===== src/rtl/logic_unit_pkg.sv =====
// ============================================================================
// Module      : logic_unit_pkg
// Description : Shared operation encoding for the pipelined logic unit.
// Revision    : 1.0 - initial release
// ============================================================================
`default_nettype none

package logic_unit_pkg;

    localparam int OP_W = 3;

    typedef enum logic [OP_W-1:0] {
        OP_AND   = 3'b000,
        OP_OR    = 3'b001,
        OP_XOR   = 3'b010,
        OP_NAND  = 3'b011,
        OP_NOR   = 3'b100,
        OP_XNOR  = 3'b101,
        OP_NOTA  = 3'b110,
        OP_PASSB = 3'b111
    } op_e;

endpackage

`default_nettype wire


===== src/rtl/logic_unit_pipe_if.sv =====
// ============================================================================
// Module      : logic_unit_pipe_if
// Description : Operand/result streaming bus for logic_unit_pipe.
// Revision    : 1.0 - initial release
// ============================================================================
`default_nettype none

interface logic_unit_pipe_if
    import logic_unit_pkg::*;
#(
    parameter int WIDTH = 16
);
    logic             in_valid;
    logic             in_ready;
    logic [OP_W-1:0]  op;
    logic             acc_sel;
    logic             acc_clear;
    logic [WIDTH-1:0] inputA;
    logic [WIDTH-1:0] inputB;
    logic             out_valid;
    logic             out_ready;
    logic [WIDTH-1:0] outputC;
    logic             zero;

    // Operand source / result consumer side
    modport master (
        output in_valid, op, acc_sel, acc_clear, inputA, inputB, out_ready,
        input  in_ready, out_valid, outputC, zero
    );

    // Logic unit side
    modport slave (
        input  in_valid, op, acc_sel, acc_clear, inputA, inputB, out_ready,
        output in_ready, out_valid, outputC, zero
    );

endinterface

`default_nettype wire


===== src/rtl/logic_unit_core.sv =====
// ============================================================================
// Module      : logic_unit_core
// Description : Combinational bitwise operation selector.
// Revision    : 1.0 - initial release
// ============================================================================
`default_nettype none

module logic_unit_core
    import logic_unit_pkg::*;
#(
    parameter int WIDTH = 16
) (
    input  op_e              op,
    input  logic [WIDTH-1:0] a,
    input  logic [WIDTH-1:0] b,
    output logic [WIDTH-1:0] y
);

    always_comb begin
        y = '0;
        unique case (op)
            OP_AND:   y = a & b;
            OP_OR:    y = a | b;
            OP_XOR:   y = a ^ b;
            OP_NAND:  y = ~(a & b);
            OP_NOR:   y = ~(a | b);
            OP_XNOR:  y = ~(a ^ b);
            OP_NOTA:  y = ~a;
            OP_PASSB: y = b;
            default:  y = '0;
        endcase
    end

endmodule

`default_nettype wire


===== src/rtl/logic_unit_pipe.sv =====
// ============================================================================
// Module      : logic_unit_pipe
// Description : Two-stage valid/ready bitwise logic unit with zero flag.
//               Define LOGIC_UNIT_PIPE_ACCUM_EN to build the accumulator.
// Revision    : 1.0 - initial release
// ============================================================================
`default_nettype none

module logic_unit_pipe
    import logic_unit_pkg::*;
#(
    parameter int WIDTH = 16
) (
    input  logic                clk,
    input  logic                rst,
    logic_unit_pipe_if.slave    bus
);

    logic             r_s1Valid;
    op_e              r_s1Op;
    logic [WIDTH-1:0] r_s1A;
    logic [WIDTH-1:0] r_s1B;
    logic             r_s2Valid;
    logic [WIDTH-1:0] r_s2C;
    logic             r_s2Zero;

    logic             w_inXfer;
    logic             w_outXfer;
    logic             w_adv;
    logic [WIDTH-1:0] w_opA;
    logic [WIDTH-1:0] w_y;

    assign w_adv     = r_s1Valid && (!r_s2Valid || bus.out_ready);
    assign w_outXfer = r_s2Valid && bus.out_ready;
    assign w_inXfer  = bus.in_valid && bus.in_ready;

    // Held low through reset so nothing is accepted into a pipe being flushed
    assign bus.in_ready  = !rst && (!r_s1Valid || w_adv);
    assign bus.out_valid = r_s2Valid;
    assign bus.outputC   = r_s2C;
    assign bus.zero      = r_s2Zero;

`ifdef LOGIC_UNIT_PIPE_ACCUM_EN
    logic             r_s1AccSel;
    logic [WIDTH-1:0] r_acc;

    always_ff @(posedge clk or posedge rst) begin
        if (rst) begin
            r_s1AccSel <= 1'b0;
        end else if (w_inXfer) begin
            r_s1AccSel <= bus.acc_sel;
        end
    end

    // Clear beats a coincident advance; the result itself still reaches S2
    always_ff @(posedge clk or posedge rst) begin
        if (rst) begin
            r_acc <= '0;
        end else if (bus.acc_clear) begin
            r_acc <= '0;
        end else if (w_adv) begin
            r_acc <= w_y;
        end
    end

    assign w_opA = r_s1AccSel ? r_acc : r_s1A;
`else
    assign w_opA = r_s1A;
`endif

    always_ff @(posedge clk or posedge rst) begin
        if (rst) begin
            r_s1Valid <= 1'b0;
            r_s1Op    <= OP_AND;
            r_s1A     <= '0;
            r_s1B     <= '0;
        end else begin
            if (w_inXfer) begin
                r_s1Valid <= 1'b1;
                r_s1Op    <= op_e'(bus.op);
                r_s1A     <= bus.inputA;
                r_s1B     <= bus.inputB;
            end else if (w_adv) begin
                r_s1Valid <= 1'b0;
            end
        end
    end

    logic_unit_core #(
        .WIDTH (WIDTH)
    ) u_core (
        .op (r_s1Op),
        .a  (w_opA),
        .b  (r_s1B),
        .y  (w_y)
    );

    // Zero flag is dropped with out_valid so it never reports a stale result
    always_ff @(posedge clk or posedge rst) begin
        if (rst) begin
            r_s2Valid <= 1'b0;
            r_s2C     <= '0;
            r_s2Zero  <= 1'b0;
        end else begin
            if (w_adv) begin
                r_s2Valid <= 1'b1;
                r_s2C     <= w_y;
                r_s2Zero  <= (w_y == '0);
            end else if (w_outXfer) begin
                r_s2Valid <= 1'b0;
                r_s2Zero  <= 1'b0;
            end
        end
    end

endmodule

`default_nettype wire


===== src/flat_wrapper.sv =====
// flat-port wrapper written by rule: the top's interface ports become plain ports
module logic_unit_pipe_flat import logic_unit_pkg::*;
#(
    parameter int WIDTH = 16
)
  (clk, rst, bus_in_valid, bus_op, bus_acc_sel, bus_acc_clear, bus_inputA, bus_inputB, bus_out_ready, bus_in_ready, bus_out_valid, bus_outputC, bus_zero);
  logic_unit_pipe_if #(.WIDTH(WIDTH)) bus_i ();
  input  logic clk;
  input  logic rst;
  input wire logic [$bits(bus_i.in_valid)-1:0] bus_in_valid;
  input wire logic [$bits(bus_i.op)-1:0] bus_op;
  input wire logic [$bits(bus_i.acc_sel)-1:0] bus_acc_sel;
  input wire logic [$bits(bus_i.acc_clear)-1:0] bus_acc_clear;
  input wire logic [$bits(bus_i.inputA)-1:0] bus_inputA;
  input wire logic [$bits(bus_i.inputB)-1:0] bus_inputB;
  input wire logic [$bits(bus_i.out_ready)-1:0] bus_out_ready;
  output wire logic [$bits(bus_i.in_ready)-1:0] bus_in_ready;
  output wire logic [$bits(bus_i.out_valid)-1:0] bus_out_valid;
  output wire logic [$bits(bus_i.outputC)-1:0] bus_outputC;
  output wire logic [$bits(bus_i.zero)-1:0] bus_zero;
  assign bus_i.in_valid = bus_in_valid;
  assign bus_i.op = bus_op;
  assign bus_i.acc_sel = bus_acc_sel;
  assign bus_i.acc_clear = bus_acc_clear;
  assign bus_i.inputA = bus_inputA;
  assign bus_i.inputB = bus_inputB;
  assign bus_i.out_ready = bus_out_ready;
  assign bus_in_ready = bus_i.in_ready;
  assign bus_out_valid = bus_i.out_valid;
  assign bus_outputC = bus_i.outputC;
  assign bus_zero = bus_i.zero;
  logic_unit_pipe #(.WIDTH(WIDTH)) u_core (.clk(clk), .rst(rst), .bus(bus_i));
endmodule

===== config.mk =====
export PLATFORM = sky130hd
export DESIGN_NAME = logic_unit_pipe_flat
export DESIGN_NICKNAME = d
export VERILOG_FILES = /design/src/rtl/logic_unit_pkg.sv /design/src/rtl/logic_unit_pipe_if.sv /design/src/rtl/logic_unit_core.sv /design/src/rtl/logic_unit_pipe.sv /design/src/flat_wrapper.sv
export SDC_FILE = /design/constraint.sdc
export NUM_CORES = 1
export LEC_CHECK = 0
export CAP_MARGIN = 15
export CORE_MARGIN = 1
export CORE_UTILIZATION = 25
export CTS_CLUSTER_DIAMETER = 200
export DETAILED_ROUTE_END_ITERATION = 8
export SYNTH_ARGS = -nofsm -noshare
export SYNTH_HDL_FRONTEND = slang
export SYNTH_SLANG_ARGS = --single-unit

===== constraint.sdc =====
create_clock -name clk -period 2.35 [get_ports clk]
set_clock_uncertainty 0.15 [all_clocks]
set_input_delay 0.235 -clock clk [delete_from_list [all_inputs] [get_ports clk]]
set_output_delay 0.235 -clock clk [all_outputs]
set_load 0.01 [all_outputs]

**Word-level counts from Yosys, hierarchy flattened**

Cells that the tools add are included.

- Register bits after elaboration: 54
- Latch bits: 0
- Bits in writable memories: 0
- ROM bits: 0
- Bits of input ports: 41
- Output and inout port bits: 19
- Word-level logic and storage cells: 40
- Memories kept: 0

- Add/sub/neg operators: 0
- $mul: 0
- Divide/modulo/power cells: 0
- $lt $le $gt $ge: 0
- Eq/ne operators: 7
- Shift-type cells: 0
- Muxes and demuxes: 6
- Bitwise logic cells: 7
- Reductions and logical operators: 13

Operator list:

| kind | count |
|---|---|
| case mux 16 bit (8 select lines) | 1 |
| inverter 16 bit | 4 |
| AND 16 bit | 1 |
| zero test 16 bit | 1 |
| OR 16 bit | 1 |
| XOR 16 bit | 1 |
| equality test 3 bit, second input constant | 4 |
| equality test 3 x 2 -> 1 bit, second input constant | 2 |
| two-way mux 1 bit | 5 |
| logical AND 1 bit | 4 |
| nonzero test 2 bit | 2 |
| equality test 3 x 1 -> 1 bit, second input constant | 1 |
| zero test 1 bit | 3 |
| zero test 3 bit | 1 |
| logical OR 1 bit | 2 |

**Depth between registers and ports, before layout**

Gate-level depths: netlist of run 1.

- Word-level depth: 7
- Gate-level depth with buffers: 10

**Modules after synthesis**

From an unflattened synthesis of run 1, not the netlist that was laid out.

- Cell total of the unflattened synthesis: 371
- Area total of the unflattened synthesis: 3856.2 µm²

Modules (own cells, without submodules):

| module | instances | cells each | area an instance (µm²) |
|---|---|---|---|
| logic_unit_pipe | 1 | 127 | 2204.6 |
| logic_unit_core | 1 | 244 | 1651.6 |

**Worst setup path after synthesis of run 1**

No wires, ideal clock.

- Kind: flip-flop to flip-flop
- Start point: register u_core.r_s1B[1]
- End point: register u_core.r_s2Zero, in the netlist u_core.bus.zero
- Setup time: 0.092 ns
- Arrival time: 1.942 ns
- Required time: 2.108 ns
- Setup slack: 0.166 ns
- Cell stages (with the launch flop): 9
- Cells stage by stage: dfrtp_1 inv_1 ha_1 a21oi_2 nor3_1 a311oi_2 nor2_1 or4_1 o31ai_2

- Cells in the longest elaborated chain, start to end: 5
- Elaborated cells between the ends (all ways): 9
- Classes of those cells: 2 x mux; 6 x bitwise; 1 x reduce/logical

Ends and longest elaborated chain:

| element | RTL line | RTL |
|---|---|---|
| from (decl) | logic_unit_pipe.sv:22 | `logic [WIDTH-1:0] r_s1B;` |
| from (signal assigned) | logic_unit_pipe.sv:82 | `r_s1B <= bus.inputB;` |
| XOR 16 bit, or another cell as far along | logic_unit_core.sv:24, logic_unit_core.sv:27 |  |
| inverter 16 bit, on equally long branches | logic_unit_core.sv:27, logic_unit_core.sv:25, logic_unit_core.sv:26 |  |
| case mux 16 bit (8 select lines) * | logic_unit_core.sv:21 | `unique case (op)` |
| zero test 16 bit * | logic_unit_pipe.sv:108 | `r_s2Zero <= (w_y == '0);` |
| two-way mux 1 bit * | logic_unit_pipe.sv:105 | `if (w_adv) begin` |
| to (signal assigned) | logic_unit_pipe.sv:108 |  |
| to (decl) | logic_unit_pipe.sv:25 | `logic r_s2Zero;` |

Mark *: on every way between the ends. The rest lies on a longest branch, timed or not.
A chain may end at the register's enable or synchronous reset.

**Worst setup path after layout of run 1**

- Start point: register u_core.r_s1B[12]
- End point: register u_core.r_s2Zero, in the netlist u_core.bus.zero

The elaborated chain is that of the path after synthesis.

==> results of run 1 <==
worst max-delay path: stages (launching register included):
cell and delay (ns):
dfrtp_1 0.41, buf_4 0.15, ha_1 0.22, o311ai_1 0.34
a32oi_2 0.14, nor4_4 0.33, nand4_1 0.19, o31ai_4 0.25
where the power goes:
| group | leakage, nW | total (mW) | switching (mW) | internal [mW] |
|---|---|---|---|---|
| clock network | 0.0832 | 0.826 | 0.342 | 0.483 |
| logic | 1.61 | 2.11 | 0.936 | 1.18 |
| registers | 0.639 | 1.35 | 0.184 | 1.17 |
| total | 2.34 | 4.29 | 1.46 | 2.82 |
layer usage:
layer	up-vias	track usage [%]	part of all wire, %
li1	1553	-	-
met4	0	4.25	1.1
met3	7	2.59	4.1
met1	1614	15.9	45
met2	58	22.5	50
met5	-	0	0
Yosys cell counts (all sizes together) (3+ instances only):
master	instances
inv	37
nor2b	14
nor2	21
ha	32
mux2	48
dfrtp	54
nand2b	13
clkbuf	7
a21oi	15
nand2	19
nor3	7
o211ai	3
mux2i	10
o32ai	5
buf	17
and2	4
o21ai	18
mux4	5
o31ai	3
a211oi	4
sequential cells by signal (all words and copies together), names as in the netlist:
signal / cells
u_core.r_s1Op: 3
u_core.r_s1A: 16
u_core.bus.outputC: 16
u_core.r_s1Valid: 1
u_core.bus.zero: 1
u_core.bus.out_valid: 1
u_core.r_s1B: 16
worst paths after layout:
kind / slack, ns / cells after the start / end / start
setup / recovery: 0.08 / 7 / u_core.bus.zero / u_core.r_s1B[12]
hold / removal: 0.14 / 2 / u_core.bus.outputC[15] / rst
setup reg to reg: 0.08 / 7 / u_core.bus.zero / u_core.r_s1B[12]
hold reg to reg: 0.33 / 2 / u_core.bus.outputC[9] / u_core.bus.outputC[9]
max in group asynchronous: 1.30 / 3 / u_core.r_s1A[8] / rst
min in group clk: 0.33 / 2 / u_core.bus.outputC[9] / u_core.bus.outputC[9]
cell type report:
cell class | instances | area [µm²] | area share [%]
Timing Repair Buffer | 118 | 1060 | 20.3
Tap cell | 184 | 230 | 4.40
Inverter | 37 | 141 | 2.70
Clock buffer | 8 | 166 | 3.18
Sequential cell | 54 | 1360 | 25.9
Multi-Input combinational cell | 266 | 2270 | 43.5
cells by family after synthesis:
family / Yosys count
multiplexers: 63
adder cells (fa/ha/maj): 32
AND/OR/NAND/NOR: 92
buffers and inverters: 61
AO/OA/AOI/OAI: 79
flip-flops: 54
timing repair:
action                     4_1_cts  5_1_grt
pin swaps                        2        4
gates resized for setup          5       14
setup endpoints to repair        1        1
buffers inserted                 5       12
stage by stage:
stage | hold slack [ns] | setup TNS [ns] | instance area (µm²) | total power, mW
floorplan | 0.236 | 0 | 3830 | 2.48
global placement | 0.318 | -0.160 | 4860 | 3.23
detailed placement | 0.325 | -0.223 | 4860 | 3.31
CTS | 0.164 | 0 | 5080 | 4.20
global route | 0.209 | 0 | 5230 | 4.58
finish | 0.139 | 0 | 5230 | 4.29
==> metrics.yaml, run 1 <==
run_status:
  status: "finished clean"
global_route:
  grt_pass1_vias: 3302
  grt_usage_pct: 12.9
  grt_pass1_wl_um: 16100
  antenna_found_initial: 0
  grt_overflow: 0
  grt_max_degree: 37
clock_tree:
  cts_buffers: 5
  clockRootBuffer: "clkbuf_16"
  cts_tree: "done"
  clk_path_buf_depth: 2
  htreeDepth: 2
  clk_pin_slew_ns: 0.07
  clk_latency_ns: 0.30
  clkSinkCount: 54
  hold_buffers: 0
detailed_routing:
  drc: 0
  routed_wl_um: 9940
  drtIter0Drc: 178
  dr.pass1.iters: 4
  vias_per_cell: 4.85
  ant_nets: 0
  vias: 3232
  routedWlPerCell_um: 14.9
synth:
  synth_fa_ha_area_share_pct: 10.5
  synth_edf_count: 0
  synth_fp_nets: 454
  syn_area_per_cell_um2: 10.1
  synth-xor-area-share_pct: 0
  ys_ff_latch: 54
  synth_top_cell_by_area: "dfrtp_1"
  synth_ff_type: "dfrtp_1"
  synth_cell_types: 56
  yosysTopAreaCellShare_pct: 35.3
  synth_compound_area_share_pct: 14.7
  synthCells: 381
  synth-simple-area-share_pct: 12.4
  syn_area_um2: 3830
  yosysWarnings: 0
  synth_top_family_by_area: "multiplexers"
  synthArstFlopShare_pct: 100
  synthMuxAreaShare_pct: 19.7
  netlist_top_cells_area: "dfrtp_1 35%, mux2_2 14%, ha_1 10%"
  yosysSeqAreaShare_pct: 35.3
die:
  core_area_um2: 14800
  num_io_pins: 60
  num_rows: 44
  die-area_um2: 15800
  fp.dieH_um: 126
  initial_core_util_pct: 26.0
  die_w_um: 126
timing:
  fin_crit_ns: 2.27
  fin_crit_sh_pct: 96.6
  slew_viol_final: 0
  setup_ws_ns: 0.0803
  hold_viol: 0
  worstMarginPinSlew_ns: 0.443
  rsz0062_at_grt: "false"
  slew_headroom_pct: 70.4
  clock.fmax_mhz: 441
  finalSetupViolations: 0
worst_setup_path:
  worstPathArrival_ns: 2.34
  cp-start-kind: "register"
  required_ns: 2.42
  cp_max_fo: 3
  critical_path_class: "reg2reg"
  end_kind: "register"
final_layout:
  fillers: 1491
  mostFrequentLayoutCells: "57 x clkdlybuf4s50_1, 56 x buf_4, 51 x dfrtp_1"
  nets: 555
  instances_no_fill: 667
  drive_gt1_share_pct: 29.8
  mostFrequentLayoutCell: "clkdlybuf4s50_1"
  fin_util_pct: 35.4
  syn_to_final_growth_pct: 36.5
  diodes: 0
placed_design:
  io_buffers: 57
  place_ws_ns: -0.223
  gp_congestion: 0.793
  dp_hpwl_um: 7440
  dp.cells: 643
power:
  p_leak_nw: 2.34
  ir_drop_mv: 0.369
  powerDensity_nw_per_um2: 820
run:
  maxCapViolations: 0
worst_hold_path:
  hold_class: "in2async"
Note: power is estimated with default switching activity, not from simulation.
==> run 2: changes to the inputs <==
==> constraint.sdc (replaced) <==
create_clock -name clk -period 2.5 [get_ports clk]
set_clock_uncertainty 0.15 [all_clocks]
set_input_delay 0.25 -clock clk [delete_from_list [all_inputs] [get_ports clk]]
set_output_delay 0.25 -clock clk [all_outputs]
set_load 0.01 [all_outputs]
==> metrics.yaml, run 2 (synthesized netlist as in run 1, its figures left out) <==
run_status:
  status: "finished clean"
final_layout:
  nets: 522  # -5.9%
  fin_util_pct: 33.1  # -2.3 points
  drive_gt1_share_pct: 22.9  # -6.9 points
  fillers: 1478  # -0.87%
  stdcell_area_um2: 4880  # -6.6%
  syn_to_final_growth_pct: 27.5
  diodes: 0  # unchanged
  mostFrequentLayoutCells: "57 x clkdlybuf4s50_1, 51 x dfrtp_1, 48 x mux2_2"
  mostFrequentLayoutCell: "clkdlybuf4s50_1"
die:
  num_io_pins: 60  # unchanged
  num_rows: 44  # unchanged
  core_area_um2: 14800  # unchanged
  fp.dieH_um: 126  # unchanged
  die-area_um2: 15800  # unchanged
  die_w_um: 126  # unchanged
  initial_core_util_pct: 26.0  # unchanged
power:
  powerDensity_nw_per_um2: 757  # -7.6%
  ir_drop_mv: 0.273  # -26%
  p_leak_nw: 2.15  # -7.8%
placed_design:
  dp_hpwl_um: 7210  # -3.2%
  place_area_um2: 4720  # -2.9%
  io_buffers: 57  # unchanged
  gp_congestion: 0.805  # +1.5%
timing:
  fin_crit_sh_pct: 94.3  # -2.3 points
  fin_crit_ns: 2.36  # +0.0878 ns
  hold_viol: 0  # unchanged
  rsz0062_at_grt: "false"
  hold-worst-slack_ns: 0.234  # +0.0950 ns
  slew_headroom_pct: 74.5  # +4.0 points
  clock.fmax_mhz: 424  # -3.7%
  slew_viol_final: 0  # unchanged
  finalSetupViolations: 0  # unchanged
  worstMarginPinSlew_ns: 0.378  # -0.0647 ns
  fin_setup_tns_ns: 0  # unchanged
clock_tree:
  clkSinkCount: 54  # unchanged
  htreeDepth: 2  # unchanged
  cts_tree: "done"
  clk_path_buf_depth: 2  # unchanged
  hold_buffers: 0  # unchanged
  clockRootBuffer: "clkbuf_16"
  clk_pin_slew_ns: 0.07  # about the same
  cts_buffers: 5  # unchanged
  clk_latency_ns: 0.30  # about the same
detailed_routing:
  routedWlPerCell_um: 15.0  # +0.34%
  vias: 3063  # -5.2%
  vias_per_cell: 4.84  # -0.14%
  drc: 0  # unchanged
  drtIter0Drc: 122  # -31%
  ant_nets: 0  # unchanged
  dr.pass1.iters: 5  # +1
  routed_wl_um: 9470  # -4.8%
global_route:
  grt_usage_pct: 12.7  # -0.26 points
  grt_pass1_wl_um: 16100  # -0.34%
  antenna_found_initial: 0  # unchanged
  grt_overflow: 0  # unchanged
  grt_pass1_vias: 3211  # -2.8%
  grt_max_degree: 37  # unchanged
worst_setup_path:
  cp-start-kind: "register"
  end_kind: "register"
  reg2reg_to: "u_core.bus.zero"
  required_ns: 2.56  # +0.14 ns
  cp_top_family: "simple AND/OR/NAND/NOR gates"
  cp_max_fo: 4  # +1
  worstPathArrival_ns: 2.41  # +0.07 ns
  ff2ff_setup_slack_ns: 0.14  # +0.06 ns
  critPathMaxStageDelay_ns: 0.55  # +0.14 ns
  cp_num_buf_inv: 1  # unchanged
  critical_path_class: "reg2reg"
  ff2ff_path_depth: 7  # unchanged
  path_depth: 7  # unchanged
  r2r-start: "u_core.r_s1A[1]"
  crit_chain: "inv_1 > ha_1 > nand2b_1 > a311oi_2 > nor2_1 > or4_1 > o31ai_2"
  crit_slowest_cell: "or4_1"
run:
  maxCapViolations: 0  # unchanged
worst_hold_path:
  hold_class: "in2async"
==> run 2: cell type report <==
cell class	count	area [µm²]	share of cell area (%)
Multi-Input combinational cell	266	2220	45.4
Sequential cell	54	1360	27.7
Timing Repair Buffer	85	806	16.5
Tap cell	184	230	4.71
Inverter	37	139	2.84
Clock buffer	5	125	2.56
Clock inverter	2	10.0	0.205
==> run 2: through the flow <==
stage	total power, mW	std cells	setup WS (ns)
after floorplan	2.33	381	0.316
after global placement	2.94	626	0.0272
after detailed placement	3.01	626	-0.00549
after CTS	3.71	633	0.0633
after global routing	3.98	633	0.0187
final	3.70	633	0.142
==> run 2: report_power, final <==
group          internal (mW)  switching (mW)  total, mW
registers               1.10           0.195       1.29
clock network          0.363           0.311      0.674
logic                  0.940           0.796       1.74
total                   2.40            1.30       3.70
==> run 2: how the worst max path moves through the flow <==
stage,from,endpoint,slack (ns)
3_3_place_gp,u_core.r_s1Op[2],u_core.bus.zero,0.03
2_1_floorplan,u_core.r_s1B[1],u_core.bus.zero,0.32
3_5_place_dp,u_core.r_s1Op[0],u_core.bus.zero,-0.005
4_1_cts,u_core.r_s1Op[0],u_core.bus.zero,0.06
6_report,u_core.r_s1A[1],u_core.bus.zero,0.14
5_1_grt,u_core.r_s1Op[1],u_core.bus.zero,0.02
==> run 2: layer usage <==
| layer | track usage (%) | part of all wire (%) |
|---|---|---|
| met2 | 21.5 | 48 |
| met5 | 0 | 0 |
| met4 | 3.19 | 1.3 |
| met3 | 2.76 | 3.7 |
| met1 | 16.3 | 47 |
==> run 2: worst min-delay path, cell delays in order <==
cell             delay [ns]
clkdlybuf4s50_1        0.45
inv_2                  0.07
buf_4                  0.30
==> run 2: what timing repair did <==
action	CTS	global route
gates resized for setup	2	6
buffers inserted	0	0
setup endpoints to repair	1	1
pin swaps	0	3
==> run 3: changes to the inputs <==
--- a/config.mk
+++ b/config.mk
@@ -13,3 +13,4 @@
 export SYNTH_ARGS = -nofsm -noshare
 export SYNTH_HDL_FRONTEND = slang
 export SYNTH_SLANG_ARGS = --single-unit
+export TNS_END_PERCENT = 10
==> constraint.sdc (replaced) <==
create_clock -name clk -period 3 [get_ports clk]
set_clock_uncertainty 0.15 [all_clocks]
set_input_delay 0.3 -clock clk [delete_from_list [all_inputs] [get_ports clk]]
set_output_delay 0.3 -clock clk [all_outputs]
set_load 0.01 [all_outputs]
==> metrics.yaml, run 3 (synthesized netlist as in run 1, its figures left out) <==
die:
  num_rows: 44  # unchanged
  die-area_um2: 15800  # unchanged
  core_area_um2: 14800  # unchanged
  initial_core_util_pct: 26.0  # unchanged
  fp.dieH_um: 126  # unchanged
  num_io_pins: 60  # unchanged
  die_w_um: 126  # unchanged
clock_tree:
  cts_buffers: 5  # unchanged
  hold_buffers: 0  # unchanged
  clkSinkCount: 54  # unchanged
  cts_tree: "done"
  clk_path_buf_depth: 2  # unchanged
  post_cts_buffers: 0  # unchanged
  clockRootBuffer: "clkbuf_16"
  htreeDepth: 2  # unchanged
  clk_latency_ns: 0.29  # about the same
  cts.repair.resized: 0  # -2
  clk_pin_slew_ns: 0.07  # about the same
final_layout:
  mostFrequentLayoutCell: "clkdlybuf4s50_1"
  syn_to_final_growth_pct: 23.5
  diodes: 0  # unchanged
  multi_input_area_um2: 2190  # -1.1%
  fillers: 1506  # +1.9%
  fin_util_pct: 32.1  # -1.1 points
  drive_gt1_share_pct: 18.7  # -4.2 points
  mostFrequentLayoutCells: "57 x clkdlybuf4s50_1, 53 x dfrtp_1, 48 x mux2_2"
  nets: 505  # -3.3%
  seq_area_um2: 1350  # -0.18%
worst_setup_path:
  cp_max_fo: 34  # +30
  worstPathArrival_ns: 2.67  # +0.26 ns
  required_ns: 3.05  # +0.49 ns
  end_kind: "register"
  critical_path_class: "reg2reg"
  cp-start-kind: "register"
timing:
  fin_setup_tns_ns: 0  # unchanged
  setup_ws_ns: 0.378  # +0.236 ns
  fin_crit_sh_pct: 87.4  # -6.9 points
  slew_headroom_pct: 63.4  # -11 points
  fin_crit_ns: 2.62  # +0.264 ns
  clock.fmax_mhz: 381  # -10%
  hold_viol: 0  # unchanged
  worstMarginPinSlew_ns: 0.547  # +0.168 ns
  hold-worst-slack_ns: 0.269  # +0.0351 ns
  finalSetupViolations: 0  # unchanged
  rsz0062_at_grt: "false"
  slew_viol_final: 0  # unchanged
global_route:
  grt_overflow: 0  # unchanged
  grt_pass1_wl_um: 16100  # +0.47%
  grt_usage_pct: 12.7  # about the same
  grt_max_degree: 55  # +49%
  antenna_found_initial: 0  # unchanged
  grt_pass1_vias: 3252  # +1.3%
worst_hold_path:
  hold_class: "in2async"
power:
  ir_drop_mv: 0.274  # +0.41%
  powerDensity_nw_per_um2: 637  # -16%
  p_total_mw: 3.01  # -19%
  p_leak_nw: 2.07  # -4.0%
placed_design:
  io_buffers: 57  # unchanged
  dp_hpwl_um: 7130  # -1.1%
  gp_congestion: 0.851  # +5.6%
  place_ws_ns: 0.464  # +0.469 ns
run_status:
  status: "finished clean"
detailed_routing:
  drc: 0  # unchanged
  drtIter0Drc: 147  # +20%
  routed_wl_um: 9480  # +0.12%
  routedWlPerCell_um: 15.4  # +2.7%
  ant_nets: 0  # unchanged
  vias: 2996  # -2.2%
  dr.pass1.iters: 4  # -1
  vias_per_cell: 4.86  # +0.35%
run:
  maxCapViolations: 0  # unchanged
-- run 3: worst paths after layout --
kind / slack (ns) / cells after the start / start / end
worst max-delay path: 0.38 / 7 / u_core.r_s1Op[1] / u_core.bus.zero
worst min-delay path: 0.27 / 3 / rst / u_core.r_s1Valid
worst max register to register: 0.38 / 7 / u_core.r_s1Op[1] / u_core.bus.zero
worst min register to register: 0.34 / 2 / u_core.bus.outputC[9] / u_core.bus.outputC[9]
max in group asynchronous: 2.19 / 3 / rst / u_core.r_s1Op[1]
min in group clk: 0.34 / 2 / u_core.bus.outputC[9] / u_core.bus.outputC[9]
-- run 3: metrics by stage --
step / area (µm²) / instances
CTS: 4730 / 617
detailed placement: 4580 / 609
finish: 4730 / 617
global placement: 4580 / 609
floorplan: 3830 / 381
global route: 4730 / 617
-- run 3: critical path, stage by stage (launching register included) --
cell and delay, ns:
dfrtp_2 0.60, buf_4 0.39, nor3b_1 0.09, o21ai_0 0.18, a32oi_1 0.17, nor4_1 0.47, nand4_1 0.18, o31ai_2 0.28
-- run 3: final cells by class --
type	instances	share of cell area (%)
clock buffer	7	3.02
clock inverter	1	0.106
inverter	37	2.94
multi-input combinational	266	46.4
sequential	54	28.6
tap	184	4.87
timing repair buffer	68	14.1
-- run 3: routing by layer --
layer,routed length [µm],share of wire [%],GRT usage [%],up-vias
met3,407,4.3,2.72,11
li1,-,-,-,1460
met4,125,1.3,3.12,0
met5,0,0,0,-
met2,4640,49,21.7,74
met1,4300,45,16.2,1451
-- run 3: power by group --
group	internal, mW	switching (mW)	total, mW
combinational	0.713	0.629	1.34
sequential	0.911	0.170	1.08
clock	0.332	0.259	0.591
